<file path="src/rtl/risc_v_lsu.sv">
// RV32 load/store unit: sequences byte-addressed loads/stores onto a word-addressed memory,
// using read-modify-write for sub-word stores and two word accesses for misaligned ones.
module risc_v_lsu #(
  parameter int DATA_WIDTH = 32,
  parameter int ADDR_WIDTH = 5
) (
  input  logic                  clk,
  input  logic                  rst,
  input  logic                  req_valid,
  output logic                  req_ready,
  input  logic                  req_store,
  input  logic [2:0]            req_funct3,
  input  logic [ADDR_WIDTH+1:0] req_addr,
  input  logic [DATA_WIDTH-1:0] req_wdata,
  output logic                  resp_valid,
  input  logic                  resp_ready,
  output logic [DATA_WIDTH-1:0] resp_rdata,
  output logic                  resp_err,
  output logic                  mem_write,
  output logic [ADDR_WIDTH-1:0] mem_addr,
  output logic [DATA_WIDTH-1:0] mem_wdata,
  input  logic [DATA_WIDTH-1:0] mem_rdata
);

  // Handshakes: a request transfers on the rising edge where req_valid & req_ready, a
  // response on the edge where resp_valid & resp_ready; valid is never withdrawn early.
  typedef enum logic [2:0] {IDLE, RD0, RD1, WR0, WR1, DONE} state_t;

  state_t                  state, state_next;
  logic                    store_q, split_q;
  logic [2:0]              funct3_q;
  logic [ADDR_WIDTH-1:0]   w0_q, w1;
  logic [1:0]              off_q;
  logic [DATA_WIDTH-1:0]   wdata_q, buf0, buf1;

  logic                    accept;
  logic                    in_illegal, in_split, in_aligned_sw;
  logic [1:0]              in_off;
  logic [3:0]              size_mask;
  logic [7:0]              byte_mask;
  logic [2*DATA_WIDTH-1:0] bit_mask, data64, merged;
  logic [DATA_WIDTH-1:0]   rd_word0, rd_word1, load_word, load_val;

  assign accept = req_valid & req_ready;
  assign in_off = req_addr[1:0];
  assign w1     = w0_q + ADDR_WIDTH'(1);

  always_comb begin
    in_illegal    = req_store ? (req_funct3 > 3'd2)
                              : (req_funct3 == 3'd3 || req_funct3 == 3'd6 || req_funct3 == 3'd7);
    in_split      = (req_funct3[1:0] == 2'd1 && in_off == 2'd3) ||
                    (req_funct3[1:0] == 2'd2 && in_off != 2'd0);
    in_aligned_sw = req_store && req_funct3 == 3'd2 && in_off == 2'd0;
  end

  // Words just being read bypass the buffers so the load result can be registered on DONE entry.
  assign rd_word0 = (state == RD0) ? mem_rdata : buf0;
  assign rd_word1 = (state == RD1) ? mem_rdata : buf1;

  always_comb begin
    case (funct3_q[1:0])
      2'd0:    size_mask = 4'b0001;
      2'd1:    size_mask = 4'b0011;
      default: size_mask = 4'b1111;
    endcase
    byte_mask = {4'b0000, size_mask} << off_q;
    bit_mask  = '0;
    for (int i = 0; i < 8; i++) bit_mask[8*i +: 8] = {8{byte_mask[i]}};
    data64    = {{DATA_WIDTH{1'b0}}, wdata_q} << {off_q, 3'b000};
    merged    = ({buf1, buf0} & ~bit_mask) | (data64 & bit_mask);
    load_word = DATA_WIDTH'({rd_word1, rd_word0} >> {off_q, 3'b000});
    case (funct3_q)
      3'd0:    load_val = {{(DATA_WIDTH-8){load_word[7]}}, load_word[7:0]};
      3'd1:    load_val = {{(DATA_WIDTH-16){load_word[15]}}, load_word[15:0]};
      3'd2:    load_val = load_word;
      3'd4:    load_val = {{(DATA_WIDTH-8){1'b0}}, load_word[7:0]};
      3'd5:    load_val = {{(DATA_WIDTH-16){1'b0}}, load_word[15:0]};
      default: load_val = '0;
    endcase
  end

  always_comb begin
    state_next = state;
    req_ready  = 1'b0;
    resp_valid = 1'b0;
    mem_write  = 1'b0;
    mem_addr   = '0;
    mem_wdata  = '0;
    case (state)
      IDLE: begin
        req_ready = 1'b1;
        if (req_valid) state_next = in_illegal ? DONE : (in_aligned_sw ? WR0 : RD0);
      end
      RD0: begin
        mem_addr   = w0_q;
        state_next = split_q ? RD1 : (store_q ? WR0 : DONE);
      end
      RD1: begin
        mem_addr   = w1;
        state_next = store_q ? WR0 : DONE;
      end
      WR0: begin
        mem_write  = 1'b1;
        mem_addr   = w0_q;
        mem_wdata  = merged[DATA_WIDTH-1:0];
        state_next = split_q ? WR1 : DONE;
      end
      WR1: begin
        mem_write  = 1'b1;
        mem_addr   = w1;
        mem_wdata  = merged[2*DATA_WIDTH-1:DATA_WIDTH];
        state_next = DONE;
      end
      DONE: begin
        resp_valid = 1'b1;
        if (resp_ready) state_next = IDLE;
      end
      default: state_next = IDLE;
    endcase
    // Reset silences the memory port and the handshakes in the same cycle it is asserted.
    if (rst) begin
      state_next = IDLE;
      req_ready  = 1'b0;
      resp_valid = 1'b0;
      mem_write  = 1'b0;
      mem_addr   = '0;
      mem_wdata  = '0;
    end
  end

  always_ff @(posedge clk) begin
    if (rst) begin
      state      <= IDLE;
      store_q    <= 1'b0;
      split_q    <= 1'b0;
      funct3_q   <= '0;
      w0_q       <= '0;
      off_q      <= '0;
      wdata_q    <= '0;
      buf0       <= '0;
      buf1       <= '0;
      resp_rdata <= '0;
      resp_err   <= 1'b0;
    end else begin
      state <= state_next;
      if (accept) begin
        store_q    <= req_store;
        split_q    <= in_split;
        funct3_q   <= req_funct3;
        w0_q       <= req_addr[ADDR_WIDTH+1:2];
        off_q      <= in_off;
        wdata_q    <= req_wdata;
        resp_err   <= in_illegal;
        resp_rdata <= '0;
      end
      if (state == RD0) buf0 <= mem_rdata;
      if (state == RD1) buf1 <= mem_rdata;
      if (!store_q && ((state == RD0 && !split_q) || state == RD1)) resp_rdata <= load_val;
    end
  end

endmodule
</file>
<file path="config.mk">
export PLATFORM = sky130hd
export DESIGN_NAME = risc_v_lsu
export DESIGN_NICKNAME = d
export VERILOG_FILES = /design/src/rtl/risc_v_lsu.sv
export SDC_FILE = /design/constraint.sdc
export NUM_CORES = 1
export LEC_CHECK = 0
export ABC_AREA = 1
export BUFFER_PORTS_ARGS = -buffer_cell sky130_fd_sc_hd__buf_2
export CAP_MARGIN = 20
export CORE_MARGIN = 5
export CORE_UTILIZATION = 45
export DETAILED_ROUTE_END_ITERATION = 12
export PLACE_DENSITY = 0.74
export SLEW_MARGIN = 20
export SYNTH_ARGS = -nofsm -noshare
export SYNTH_HDL_FRONTEND = slang
export SYNTH_SLANG_ARGS = --single-unit
</file>
<file path="constraint.sdc">
create_clock -name clk -period 2.4 [get_ports clk]
set_input_delay 0.6 -clock clk [delete_from_list [all_inputs] [get_ports clk]]
set_output_delay 0.6 -clock clk [all_outputs]
set_load 0.005 [all_outputs]
</file>
==> After elaboration in Yosys (flattened, before gate mapping) <==
Index checks and enable logic that the tools add are counted.
{ "op_classes": {"n_addsub": 1, "n_lt_le_gt_ge": 1, "eq_ne": 19, "n_shift": 3, "n_mux": 25, "n_bitwise": 5, "n_reduce_logical": 22} }
{ "ops": {"columns": ["operator", "n"], "rows": [
  ["two-way mux 32 bit", 5],
  ["case mux 32 bit (5 select lines)", 1],
  ["AND 64 bit", 2],
  ["inverter 64 bit", 1],
  ["bitwise OR 64 bit", 1],
  ["case mux 32 bit (2 select lines)", 1],
  ["left shift 32 x 5 -> 64 bit", 1],
  ["right shift 64 x 5 -> 32 bit", 1],
  ["== test 3 bit, second input constant", 6],
  ["case mux 3 bit (6 select lines)", 1],
  ["== test 3 x 2 -> 1 bit, second input constant", 5],
  ["two-way mux 3 bit", 5],
  ["case mux 5 bit (2 select lines)", 1],
  ["two-way mux 1 bit", 8],
  ["case mux 4 bit (2 select lines)", 1],
  ["left shift 4 x 2 -> 8 bit", 1],
  ["== test 3 x 1 -> 1 bit, second input constant", 2],
  ["logical AND 1 bit", 6],
  ["logical NOT 3 bit", 2],
  ["OR reduction 2 bit", 3],
  ["adder 5 x 1 -> 5 bit, second input constant", 1],
  ["two-way mux 5 bit", 1],
  ["== test 2 x 1 -> 1 bit, second input constant", 2],
  ["== test 2 bit, second input constant", 2],
  ["9 further kinds", 16]
]} }
{ "totals": {"regBits": 144} }

==> Logic depth before layout (Yosys ltp) <==
Gate-level depths: netlist of run 1.
{ "depth": {"word_depth": 8, "mapped_depth": 13, "mapped_depth_nobuf": 11} }

==> Least setup slack after synthesis of run 1 <==
No wires, ideal clock.
{ "synth_timing": {"path_type": "flip-flop to output port", "from": "register off_q[0]", "to": "output port mem_wdata[22]", "arrival_ns": 1.454, "slack_ns": 0.346, "stages_incl_launch_ff": 10, "path_cell_list": "dfxtp_1 -> buf_4 -> nor2_8 -> clkinv_1 -> o21ai_2 -> inv_1 -> buf_2 -> a21oi_1 -> o21ai_0 -> a21oi_1"} }
{ "synth_between": {"elab_chain_len": 6, "word_cells_on_any_way": 8, "cone_classes": "shift: 2; mux: 2; bitwise: 4"} }
{ "synth_lines": {"columns": ["element", "line_no", "text"], "rows": [
  ["from (decl)", "33", "logic [1:0] off_q;"],
  ["from (signal assigned)", "151", "off_q <= in_off;"],
  ["branches (longest 3 deep; another with left shift 32 x 5 -> 64 bit)", null, null],
  ["bitwise OR 64 bit (*)", "70", "merged = ({buf1, buf0} & ~bit_mask) | (data64 & bit_mask);"],
  ["case mux 32 bit (2 select lines) (*)", "89", "case (state)"],
  ["two-way mux 32 bit (*)", "121", "if (rst) begin"],
  ["to (decl)", "21", "output logic [DATA_WIDTH-1:0] mem_wdata,"]
]} }
Every way passes the cells marked *.

==> Final worst setup path of run 1 <==
{ "layout_timing": {"from": "register off_q[0]", "to": "output port mem_wdata[19]"} }
The elaborated chain is that of the path after synthesis.

==> results.toml, run 1 <==
[run_status]
status = "complete, but fails checks"
violations = "setup timing"

[clock_network]
clk_latency_ns = 0.43
h-tree-depth = 4
cts.sinks = 144
ctsHoldBuffers = 0
cts_buffers = 17
cts_root_buf = "clkbuf_16"
cts_tree = "built"
path_clk_slew_ns = 0.06
cts_buffer_depth = 2

[timing]
period_share_pct = 106
post-route-min-period_ns = 2.54
tightest_slew_ns = 0.809
fin_skew_ns = 0.0107
rsz0062_at_grt = "true"
max_freq_mhz = 393
finalWorstSetupSlack_ns = -0.143
finalHoldViolCount = 0
maxSlewHeadroom_pct = 45.5
final_max_slew_viol_count = 0
setup_violations = 26

[worst_setup_path]
crit_buf_inv = 4
cp.required_ns = 1.80
r2r_start = "state[2]$_SDFFE_PP0P_"
critPathKind = "reg -> out"
cp.arrival_ns = 1.94
crit_start = "off_q[0]$_SDFFE_PP0P_"
cp_cell_sequence = "buf_12 -> nor2_8 -> clkinv_4 -> o21ai_4 -> clkinvlp_4 -> o21ai_1 -> a21oi_2 -> buf_2"
crit_fanout = 7
ff2ff_setup_slack_ns = 0.26
slowest_delay_ns = 0.40
end_kind = "output pin"
cp_slowest_cell = "dfxtp_4"
reg2reg_to = "resp_rdata[10]$_SDFFE_PP0P_"
start_kind = "register"
r2r_cells = 11
cp_top_family = "buffers and inverters"

[yosys]
synth_top_family_by_area = "simple AND/OR/NAND/NOR gates"
syn_inst = 1303
yosysSeqAreaShare_pct = 34.7
synth_top_cell_area_share_pct = 34.7
synth_xor_area_share_pct = 0.211
ys_types = 39
synthTopCellsByArea = "dfxtp_1 35%, nand2_1 14%, a21oi_1 10%"
avgSynthCellArea_um2 = 6.37
synthAdderAreaFrac_pct = 0.151
muxShareOfSynthArea_pct = 0
synthArstFlopShare_pct = 0
synth_edf_count = 0
yosysTopAreaCell = "dfxtp_1"
synth-simple-area-share_pct = 30.2
synth_compound_area_share_pct = 23.1
ys_warn_count = 0
syn_area_um2 = 8300
ys_ff_latch = 144
synth-main-ff-cell = "dfxtp_1"
synthesis.nets = 1383

[placed_design]
dp_slack_ns = 0.130
hpwl_um = 24200
placed_area_um2 = 9380
io_buffers = 151
place.gp.congestion = 1.01

[drt]
drtIter0Drc = 1334
routed_wl_um = 33400
drcViolationCount = 0
dr.pass1.iters = 6
via_count = 9920
wire_per_inst_um = 19.7
postRouteAntennaNets = 0
avgViaCountPerCell = 5.85

[global_routing]
grt_max_degree = 66
gr-total-overflow = 0
grt_pass1_wl_um = 50600
grt_pass1_vias = 9118
grt_usage_pct = 29.9
antenna_found_initial = 0

[floorplan]
io_pins = 152
die_area_um2 = 21300
rows = 49
die_x_um = 146
core_area_um2 = 18100
dieHeight_um = 146
initial_core_util_pct = 45.9

[run]
maxCapViolCount = 0

[pwr]
p_leak_nw = 4.78
vdd_drop_max_v = 0.000571
p_per_area_nw_per_um2 = 872

[cells_and_area]
final_common_cell = "nand2_1"
layout-drive-gt1-share_pct = 25.4
layout_common_cells = "287 x nand2_1, 150 x buf_2, 148 x a21oi_1, 138 x nand3_1, 137 x dfxtp_1"
areaGrowthSynthToFinish_pct = 31.1
final_area_um2 = 10900
final_nets = 1534
fillers = 1656

[worst_hold_path]
hp-class = "in -> reg"
whs_endpoint = "w0_q[2]$_SDFFE_PP0P_"
hold_path.startpoint = "req_addr[4]"
holdPathStages = 3
==> metrics by stage <==
stage	hold slack (ns)	TNS, ns	power [W]	std cells	utilization (%)
4_1_cts	0.354	-1.44	0.00926	1692	58.7
5_1_grt	0.374	-3.79	0.00990	1696	60.2
3_3_place_gp	0.452	0	0.00574	1646	51.9
2_1_floorplan	0.441	0	0.00482	1303	-
6_report	0.359	-2.31	0.00949	1697	60.2
3_5_place_dp	0.456	0	0.00577	1646	51.9
==> routing by layer <==
metal / global-route usage, % / up-vias / part of all wire (%)
met5: 0 / - / 0
met4: 14.9 / 0 / 5.4
met3: 6.42 / 116 / 10
met2: 46.8 / 571 / 44
met1: 39.1 / 4590 / 40
li1: - / 4643 / -
==> cells by family after synthesis <==
family | after synthesis
and+or+nand+nor | 573
AOI/OAI and AO/OA | 355
buffers and inverters | 228
DFF | 144
xor gates and xnor gates | 2
adders and majority gates | 1
==> how the worst max path moves through the flow <==
stage | endpoint | slack, ns | cells past startpoint
after floorplan | mem_wdata[22] | 0.35 | 9
after global placement | mem_wdata[20] | 0.15 | 6
after detailed placement | mem_wdata[22] | 0.13 | 6
after CTS | mem_wdata[19] | -0.1 | 8
after global routing | mem_wdata[19] | -0.23 | 7
final | mem_wdata[19] | -0.14 | 8
==> power breakdown <==
group,switching [W],internal (W),total [W],leakage (nW)
Clock,0.00116,0.00208,0.00323,0.340
Combinational,0.00216,0.00115,0.00331,3.26
Sequential,0.000233,0.00271,0.00294,1.18
Total,0.00355,0.00594,0.00949,4.78
==> flip-flops by register name, summed over array words and instances, names as in the netlist <==
signal,count
off_q,2
state,3
store_q,1
buf0,32
buf1,32
funct3_q,3
w0_q,5
resp_err,1
resp_rdata,32
wdata_q,32
split_q,1
==> repair_timing <==
item,CTS,global route
setup buffers,10,2
hold endpoints to repair,0,0
pin swaps,21,32
setup endpoints to repair,38,37
gates cloned,4,3
resized for setup,133,56
==> worst register-to-register path: cells and delay by family, from the launching register on <==
family          cells  cell delay, ns
compound gates      4            0.78
buf+inv             4            0.61
simple gates        3            0.32
flops               1            0.36
==> synth_stat cells (all sizes together) (7+ instances only) <==
library cell,number
a21oi,167
buf,41
clkbuf,46
dfxtp,144
inv,135
nand2,316
nand3,143
nand4,7
nor2,93
o2111ai,7
o211ai,21
o21ai,127
o22ai,19
o31ai,7
==> layout make-up <==
class / count / area [um2] / share of cell area, %
inverters: 141 / 561 / 5.15
repair buffers: 217 / 1530 / 14.1
diodes: 1 / 2.50 / 0.0230
well taps: 229 / 287 / 2.63
clock buffers: 17 / 425 / 3.91
flip-flops and latches: 144 / 2910 / 26.7
clock inverters: 15 / 282 / 2.59
repair inverters: 1 / 7.51 / 0.0690
multi-input cells: 932 / 4880 / 44.8
Note: power is estimated with default switching activity, not from simulation.
==> run 2, diff against run 1 <==
HOLD_SLACK_MARGIN = 0.05   (was default)
SETUP_SLACK_MARGIN = 0.2   (was default)
clock period = 3.2 ns   (was 2.4 ns; I/O delays follow)
==> run 2 against run 1 <==
- global-route usage down 1.3 points
- critical endpoint is now mem_wdata[1]
- critical path depth shrank 2
- cell count is 2.2% lower
- highest routed layer unchanged
- largest cell class unchanged
- the flow now finishes without violations
==> results.toml, run 2 (synthesized netlist as in run 1, its figures left out) <==
[run]
maxCapViolCount = 0

[pwr]
seq_power_share_pct = 34.7
power.internal_w = 0.00390
power_switching_w = 0.00242
vdd_drop_max_v = 0.000434
p_leak_nw = 4.32
clkPwrFrac_pct = 31.6
switching_share_pct = 38.3
p_per_area_nw_per_um2 = 643
combPwrFrac_pct = 33.7

[worst_setup_path]
start_kind = "register"
r2r_cells = 10
cp_top_family = "compound AO/OA/AOI/OAI gates"
reg2reg_to = "resp_rdata[9]$_SDFFE_PP0P_"
path_common_cell = "o21ai_0"
cp.arrival_ns = 2.14
cp.required_ns = 2.40
crit_fanout = 48
end_kind = "output pin"
ff2ff_setup_slack_ns = 0.78
slowest_delay_ns = 0.44
cp_cell_sequence = "buf_8 -> o21ai_0 -> o22ai_2 -> o21ai_0 -> a21oi_1 -> buf_2"
r2r_start = "state[1]$_SDFFE_PP0P_"
crit_start = "off_q[0]$_SDFFE_PP0P_"
critPathKind = "reg -> out"
crit_buf_inv = 2
cp_slowest_cell = "o21ai_0"

[drt]
routed_wl_um = 31500
wire_per_inst_um = 19.0
drtIter0Drc = 1119
dr.pass1.iters = 6
via_count = 9373
drcViolationCount = 0
avgViaCountPerCell = 5.65
postRouteAntennaNets = 0

[timing]
fin_setup_tns_ns = 0
post-route-min-period_ns = 2.94
finalWorstSetupSlack_ns = 0.255
worst_hold_slack_ns = 0.462
rsz0062_at_grt = "true"
maxSlewHeadroom_pct = 47.2
tightest_slew_ns = 0.783
period_share_pct = 92.0
setup_violations = 0
max_freq_mhz = 340
finalHoldViolCount = 0
fin_skew_ns = 0.00787
final_max_slew_viol_count = 0

[clock_network]
cts.sinks = 144
path_clk_slew_ns = 0.06
h-tree-depth = 4
clk_latency_ns = 0.43
cts_buffers = 17
cts_buffer_depth = 2
cts_root_buf = "clkbuf_16"
cts_tree = "built"

[floorplan]
io_pins = 152
dieHeight_um = 146
core_area_um2 = 18100
die_area_um2 = 21300
die_x_um = 146
rows = 49
initial_core_util_pct = 45.9

[global_routing]
grt_usage_pct = 28.6
grt_pass1_wl_um = 47700
gr-total-overflow = 0
antenna_found_initial = 0
grt_max_degree = 80
grt_pass1_vias = 8522

[worst_hold_path]
whs_endpoint = "resp_rdata[9]$_SDFFE_PP0P_"
hp-class = "reg -> reg"
hold_path.startpoint = "resp_rdata[9]$_SDFFE_PP0P_"
holdPathStages = 2

[placed_design]
place.gp.congestion = 0.993
placed_area_um2 = 9130
io_buffers = 151
dp_slack_ns = 0.380
hpwl_um = 23800

[cells_and_area]
areaGrowthSynthToFinish_pct = 18.4
final_area_um2 = 9830
final_common_cell = "nand2_1"
layout-drive-gt1-share_pct = 18.3
layout_common_cells = "302 x nand2_1, 166 x a21oi_1, 150 x buf_2, 139 x dfxtp_1, 138 x nand3_1"
fin_util_pct = 54.4
final_nets = 1497

[run_status]
status = "complete, no violations"
## run 2: worst min-delay path, cell delays in order, from the launching register on
cell,delay [ns]
dfxtp_1,0.30
nand2_1,0.06
a21oi_1,0.06
## run 2: cell type report
type | count | area, um2
diodes | 1 | 2.50
repair inverters | 1 | 7.51
well taps | 229 | 287
multi-input cells | 932 | 4500
clock buffers | 21 | 440
clock inverters | 11 | 140
flip-flops and latches | 144 | 2890
fillers | 1850 | 8260
repair buffers | 180 | 1000
inverters | 141 | 562
## run 2: per-layer routing
metal | global-route usage, % | share of wire [%] | vias to the layer above
met4 | 13.3 | 5.0 | 0
met3 | 6.38 | 8.3 | 89
met2 | 43.6 | 44 | 429
li1 | - | - | 4543
met1 | 38.5 | 43 | 4312
met5 | 0 | 0 | -
## run 2: worst max-delay path by stage
stage / to / slack (ns) / cells past startpoint
4_1_cts: mem_wdata[0] / 0.20 / 7
5_1_grt: mem_wdata[12] / 0.19 / 8
3_3_place_gp: mem_addr[3] / 0.40 / 5
3_5_place_dp: mem_addr[4] / 0.38 / 5
2_1_floorplan: mem_wdata[22] / 0.95 / 9
6_report: mem_wdata[1] / 0.26 / 6
## run 2: power by group through the flow
stage	sequential [W]	combinational, W	clock (W)
2_1_floorplan	0.00217	0.00145	0
3_3_place_gp	0.00222	0.00201	0
3_5_place_dp	0.00222	0.00203	0
4_1_cts	0.00219	0.00205	0.00201
5_1_grt	0.00221	0.00235	0.00210
6_report	0.00219	0.00213	0.00200
## run 2: repair_timing
action                                 in CTS  in global routing
buffers inserted                            1                  2
resized for setup                           7                 19
gates cloned                                1                  1
setup endpoints to repair                  26                 33
pin swaps                                   2                  1
endpoints found under the hold margin       0                  0
hold buffers                                0                  0
## run 2: stage by stage
stage / total power, W / std cells
5_1_grt: 0.00666 / 1659
3_5_place_dp: 0.00425 / 1622
4_1_cts: 0.00625 / 1656
3_3_place_gp: 0.00423 / 1622
6_report: 0.00632 / 1660
2_1_floorplan: 0.00361 / 1303
